===== config.mk =====
export PLATFORM = sky130hd
export DESIGN_NAME = cla_64bit_adder
export DESIGN_NICKNAME = d
export VERILOG_FILES = /design/src/rtl/cla_64bit_adder_pkg.sv /design/src/rtl/cla_4bit.sv /design/src/rtl/cla_64bit_adder.sv
export SDC_FILE = /design/constraint.sdc
export NUM_CORES = 1
export LEC_CHECK = 0
export CORE_UTILIZATION = 30
export CTS_CLUSTER_DIAMETER = 80
export DETAILED_ROUTE_END_ITERATION = 8
export PLACE_DENSITY = 0.68
export SLEW_MARGIN = 20
export SYNTH_ARGS = -nofsm -noshare
export SYNTH_HDL_FRONTEND = slang
export SYNTH_SLANG_ARGS = --single-unit

===== constraint.sdc =====
create_clock -name clk -period 2 [get_ports clk]
set_clock_uncertainty 0.2 [all_clocks]
set_input_delay 0.3 -clock clk [delete_from_list [all_inputs] [get_ports clk]]
set_output_delay 0.3 -clock clk [all_outputs]
set_load 0.05 [all_outputs]

===== src/rtl/cla_64bit_adder_pkg.sv =====
// rtl/cla_64bit_adder_pkg.sv - shared widths and lookahead group sizes for the CLA adder
package cla_64bit_adder_pkg;
    localparam int WIDTH_DEFAULT = 64;
    localparam int GRP           = 4;
    localparam int SEC           = 16;
    localparam int GRP_PER_SEC   = SEC / GRP;
endpackage


===== src/rtl/cla_4bit.sv =====
// rtl/cla_4bit.sv - 4-bit carry-lookahead block with group generate/propagate outputs
module cla_4bit (
    input  logic [3:0] a,
    input  logic [3:0] b,
    input  logic       cin,
    output logic [3:0] sum,
    output logic       g_grp,
    output logic       p_grp
);
    logic [3:0] g;
    logic [3:0] p;
    logic [3:0] c;

    always_comb begin
        g = a & b;
        p = a ^ b;
        // Every internal carry is a flat sum of products from cin; no ripple.
        c[0] = cin;
        c[1] = g[0] | (p[0] & cin);
        c[2] = g[1] | (p[1] & g[0]) | (p[1] & p[0] & cin);
        c[3] = g[2] | (p[2] & g[1]) | (p[2] & p[1] & g[0]) | (p[2] & p[1] & p[0] & cin);
        sum   = p ^ c;
        g_grp = g[3] | (p[3] & g[2]) | (p[3] & p[2] & g[1]) | (p[3] & p[2] & p[1] & g[0]);
        p_grp = &p;
    end
endmodule


===== src/rtl/cla_64bit_adder.sv =====
// rtl/cla_64bit_adder.sv - hierarchical carry-lookahead adder with registered sum/cout/out_valid
module cla_64bit_adder
    import cla_64bit_adder_pkg::*;
#(
    parameter int WIDTH = WIDTH_DEFAULT
) (
    input  logic             clk,
    input  logic             rst_n,
    input  logic             in_valid,
    input  logic [WIDTH-1:0] a,
    input  logic [WIDTH-1:0] b,
    input  logic             cin,
    output logic [WIDTH-1:0] sum,
    output logic             cout,
    output logic             out_valid
);
    localparam int NGRP = WIDTH / GRP;
    localparam int NSEC = WIDTH / SEC;

    logic [NGRP-1:0]  grp_g;
    logic [NGRP-1:0]  grp_p;
    logic [NGRP-1:0]  grp_c;
    logic [NSEC-1:0]  sec_g;
    logic [NSEC-1:0]  sec_p;
    logic [NSEC:0]    sec_c;
    logic [WIDTH-1:0] sum_w;

    logic [WIDTH-1:0] sum_d, sum_q;
    logic             cout_d, cout_q;
    logic             valid_d, valid_q;

    for (genvar i = 0; i < NGRP; i++) begin : g_grp
        cla_4bit u_cla (
            .a     (a[i*GRP +: GRP]),
            .b     (b[i*GRP +: GRP]),
            .cin   (grp_c[i]),
            .sum   (sum_w[i*GRP +: GRP]),
            .g_grp (grp_g[i]),
            .p_grp (grp_p[i])
        );
    end

    // Second level: fold four group G/P pairs into one section G/P.
    always_comb begin
        logic prod;
        sec_g = '0;
        sec_p = '0;
        for (int s = 0; s < NSEC; s++) begin
            sec_p[s] = 1'b1;
            for (int m = 0; m < GRP_PER_SEC; m++) begin
                sec_p[s] = sec_p[s] & grp_p[s*GRP_PER_SEC + m];
                prod = grp_g[s*GRP_PER_SEC + m];
                for (int n = m + 1; n < GRP_PER_SEC; n++) begin
                    prod = prod & grp_p[s*GRP_PER_SEC + n];
                end
                sec_g[s] = sec_g[s] | prod;
            end
        end
    end

    // Top level: each section carry (and cout) expanded directly from cin.
    always_comb begin
        logic acc;
        logic prod;
        sec_c = '0;
        for (int k = 0; k <= NSEC; k++) begin
            acc = cin;
            for (int j = 0; j < k; j++) begin
                acc = acc & sec_p[j];
            end
            for (int j = 0; j < k; j++) begin
                prod = sec_g[j];
                for (int m = j + 1; m < k; m++) begin
                    prod = prod & sec_p[m];
                end
                acc = acc | prod;
            end
            sec_c[k] = acc;
        end
    end

    // Group carries inside each section, expanded from that section's carry.
    always_comb begin
        logic acc;
        logic prod;
        grp_c = '0;
        for (int s = 0; s < NSEC; s++) begin
            for (int j = 0; j < GRP_PER_SEC; j++) begin
                acc = sec_c[s];
                for (int m = 0; m < j; m++) begin
                    acc = acc & grp_p[s*GRP_PER_SEC + m];
                end
                for (int m = 0; m < j; m++) begin
                    prod = grp_g[s*GRP_PER_SEC + m];
                    for (int n = m + 1; n < j; n++) begin
                        prod = prod & grp_p[s*GRP_PER_SEC + n];
                    end
                    acc = acc | prod;
                end
                grp_c[s*GRP_PER_SEC + j] = acc;
            end
        end
    end

    always_comb begin
        sum_d   = sum_q;
        cout_d  = cout_q;
        valid_d = in_valid;
        if (in_valid) begin
            sum_d  = sum_w;
            cout_d = sec_c[NSEC];
        end
    end

    always_ff @(posedge clk or negedge rst_n) begin
        if (!rst_n) begin
            sum_q   <= '0;
            cout_q  <= 1'b0;
            valid_q <= 1'b0;
        end else begin
            sum_q   <= sum_d;
            cout_q  <= cout_d;
            valid_q <= valid_d;
        end
    end

    assign sum       = sum_q;
    assign cout      = cout_q;
    assign out_valid = valid_q;
endmodule


==> results.cfg <==
[global_route]
grt_usage_pct = 21.1
grt_antenna_before_repair = 0
overflow = 0
gr-usage-met2_pct = 39.3
grt_pass1_wl_um = 30300
grt_use_met3_pct = 4.62
top_usage_layer = met2
grtUsageMet1_pct = 23.9
grt_max_degree = 33
first_global_vias = 6195

[clocking]
cts.sinks = 66
clock_latency_ns = 0.33
root_buffer = clkbuf_16
htree_levels = 3
clk_pin_slew_ns = 0.06
numCtsBuffers = 9
clock_path_buffers = 2
cts_tree = built

[synthesis]
syn-instance-count = 520
ys.flop_type = dfrtp_1
syn_area_um2 = 5310
synth_enable_flop_cells = 0
synth_area_leaders = dfrtp_1, ha_1, mux2_2
synth_seq_area_share_pct = 31.1
async_flop_share_pct = 100
synth_seq_cells = 66
synth_area_per_cell_um2 = 10.2
yosys.area.top_type_share_pct = 31.1
synth_fp_nets = 732
synth.largest_area_cell = dfrtp_1
yosys_warnings = 0
ys_types = 67

[placed_design]
gp_congestion = 0.782
dp_slack_ns = -1.83
portBuffers = 197
dpl.hpwl_um = 13900

[finish]
final_cell_mix = buf_4, dfrtp_1, buf_2, buf_6, ha_4
final_util_pct = 59.8
final_common_cell = buf_4
drive_gt1_share_pct = 58.6
final_nets = 1120
area_growth_pct = 94.6
antenna_cells = 0

[floorplanning]
rows = 48
core_um2 = 17300
start_util_pct = 30.7
pin_count = 198
die_area_um2 = 18200
die_w_um = 135
die_h_um = 135

[sta]
final_max_slew_viol_count = 0
max_freq_mhz = 344
rsz0062_at_grt = true
hold_viol = 0
worst_pin_slew_ns = 0.621
setup_violations = 57
slew_headroom_pct = 58.2
finalCriticalPeriod_ns = 2.91
fin_ws_ns = -0.910
fin_crit_sh_pct = 146

[run_status]
status = finished, violations left
violations = negative setup slack

[power]
ir_drop_mv = 0.511
power_density_nw_per_um2 = 744
leakagePower_nw = 4.69
power_mw = 7.69

[route]
first_iter_violations = 157
drc_errors = 0
post_drt_wl_per_cell_um = 16.8
drt-pass1-iter-count = 4
via_per_inst = 4.98
routed_wl_um = 19100
num_vias = 5672
ant_nets = 0

[worst_setup_path]
worst_path_dominant_cell_family = compound AO/OA/AOI/OAI gates
worst-setup-path-type = primary input to flip-flop
path_cells = buf_6 -> ha_4 -> nand4_1 -> nor4_4 -> a21boi_4 -> buf_6 -> o31ai_4 -> buf_6 -> a21oi_4 -> inv_2 -> o21ai_2 -> fa_1 -> mux2_4
cp-start-kind = primary input
worst-path-max-fanout = 3
crit_arrival_ns = 2.93
worst_ep_required_time_ns = 2.02
timing.critical_path.mode_cell = buf_6
critPathBufInv = 4
crit_slowest_cell = fa_1
slowest_delay_ns = 0.42
endpoint_kind = flip-flop

[job]
max-cap-violations = 0

[min_path]
hp-class = primary input to flip-flop
[layer usage]
| layer | routed length [um] | part of all wire (%) | vias to the layer above |
|---|---|---|---|
| met2 | 9990 | 52 | 177 |
| met3 | 1070 | 5.6 | 25 |
| met5 | 0 | 0 | - |
| met4 | 313 | 1.6 | 0 |
| li1 | - | - | 2707 |
| met1 | 7760 | 41 | 2763 |
[path summary, 6_finish.rpt]
| kind | start | end | slack [ns] | cells after the start |
|---|---|---|---|---|
| max in group asynchronous | rst_n | sum[5]$_DFFE_PN0P_ | 0.83 | 3 |
| max reg2reg | sum[43]$_DFFE_PN0P_ | sum[43]$_DFFE_PN0P_ | 0.75 | 3 |
| max | b[17] | sum[44]$_DFFE_PN0P_ | -0.91 | 13 |
| min reg2reg | sum[14]$_DFFE_PN0P_ | sum[14]$_DFFE_PN0P_ | 0.28 | 1 |
| min in group asynchronous | rst_n | sum[44]$_DFFE_PN0P_ | 0.24 | 2 |
| min | in_valid | out_valid$_DFF_PN0_ | 0.07 | 1 |
[repair_timing]
item	CTS	global route
hold buffers	1	0
pin swaps	136	73
setup endpoints to repair	71	64
setup buffers	38	13
cloned	0	0
resized for setup	458	80
endpoints found under the hold margin	25	0
[synthesized netlist by cell type (3+ instances only)]
cell      count
a211oi_2      3
mux2_2       34
or2_1         3
nand4_1      14
a31oi_1       6
or3_1         3
o21a_1        8
a21oi_1      46
nand4b_1      5
nand3_1       7
nand2b_1      3
dfrtp_1      66
o31ai_1       4
nor2_1       32
xor2_1        6
fa_1         16
nor3_1        5
clkbuf_1     12
nor2b_1       4
o311ai_0      3
xnor2_1      29
o21ai_0      18
nand2_1      35
a21oi_2       3
a21o_1       20
nor4_1        4
inv_1        15
ha_1         64
[cells by family (layout without fill, tap and decap cells)]
group | after synthesis | in the layout | share of synthesized area [%]
AO/OA/AOI/OAI | 143 | 143 | 19.7
AND/OR/NAND/NOR | 133 | 133 | 13.0
adder cells (fa/ha/maj) | 80 | 80 | 21.1
flip-flops | 66 | 66 | 31.1
XOR/XNOR | 35 | 35 | 5.77
multiplexers | 34 | 34 | 7.21
buffers and inverters | 29 | 422 | 2.19
[registers in the layout (all words and copies together) (netlist names)]
register and count:
sum 64, out_valid 1, cout 1
[final cells by class]
cell class | instances | area, um^2
clock inverters | 1 | 30.0
fillers | 1420 | 6960
well taps | 225 | 282
clock buffers | 15 | 288
flip-flops and latches | 66 | 1650
inverters | 16 | 60.1
repair buffers | 390 | 3180
multi-input cells | 425 | 4850
[metrics by stage]
step	TNS (ns)	instance area, um^2	instances	hold WS, ns
2_1_floorplan	-28.73	5830	520	-0.196
3_3_place_gp	-78.32	9010	1074	0.0677
3_5_place_dp	-80.97	9010	1074	0.0646
4_1_cts	-34.66	10100	1127	0.0565
5_1_grt	-38.81	10300	1138	0.0678
6_report	-34.96	10300	1138	0.0715
[where the power goes]
| part | total [mW] | internal, mW | switching, mW |
|---|---|---|---|
| logic | 4.15 | 1.85 | 2.30 |
| clock network | 1.71 | 1.10 | 0.611 |
| registers | 1.83 | 1.64 | 0.186 |
| total | 7.69 | 4.59 | 3.10 |
(Power assumes the default switching activity.)
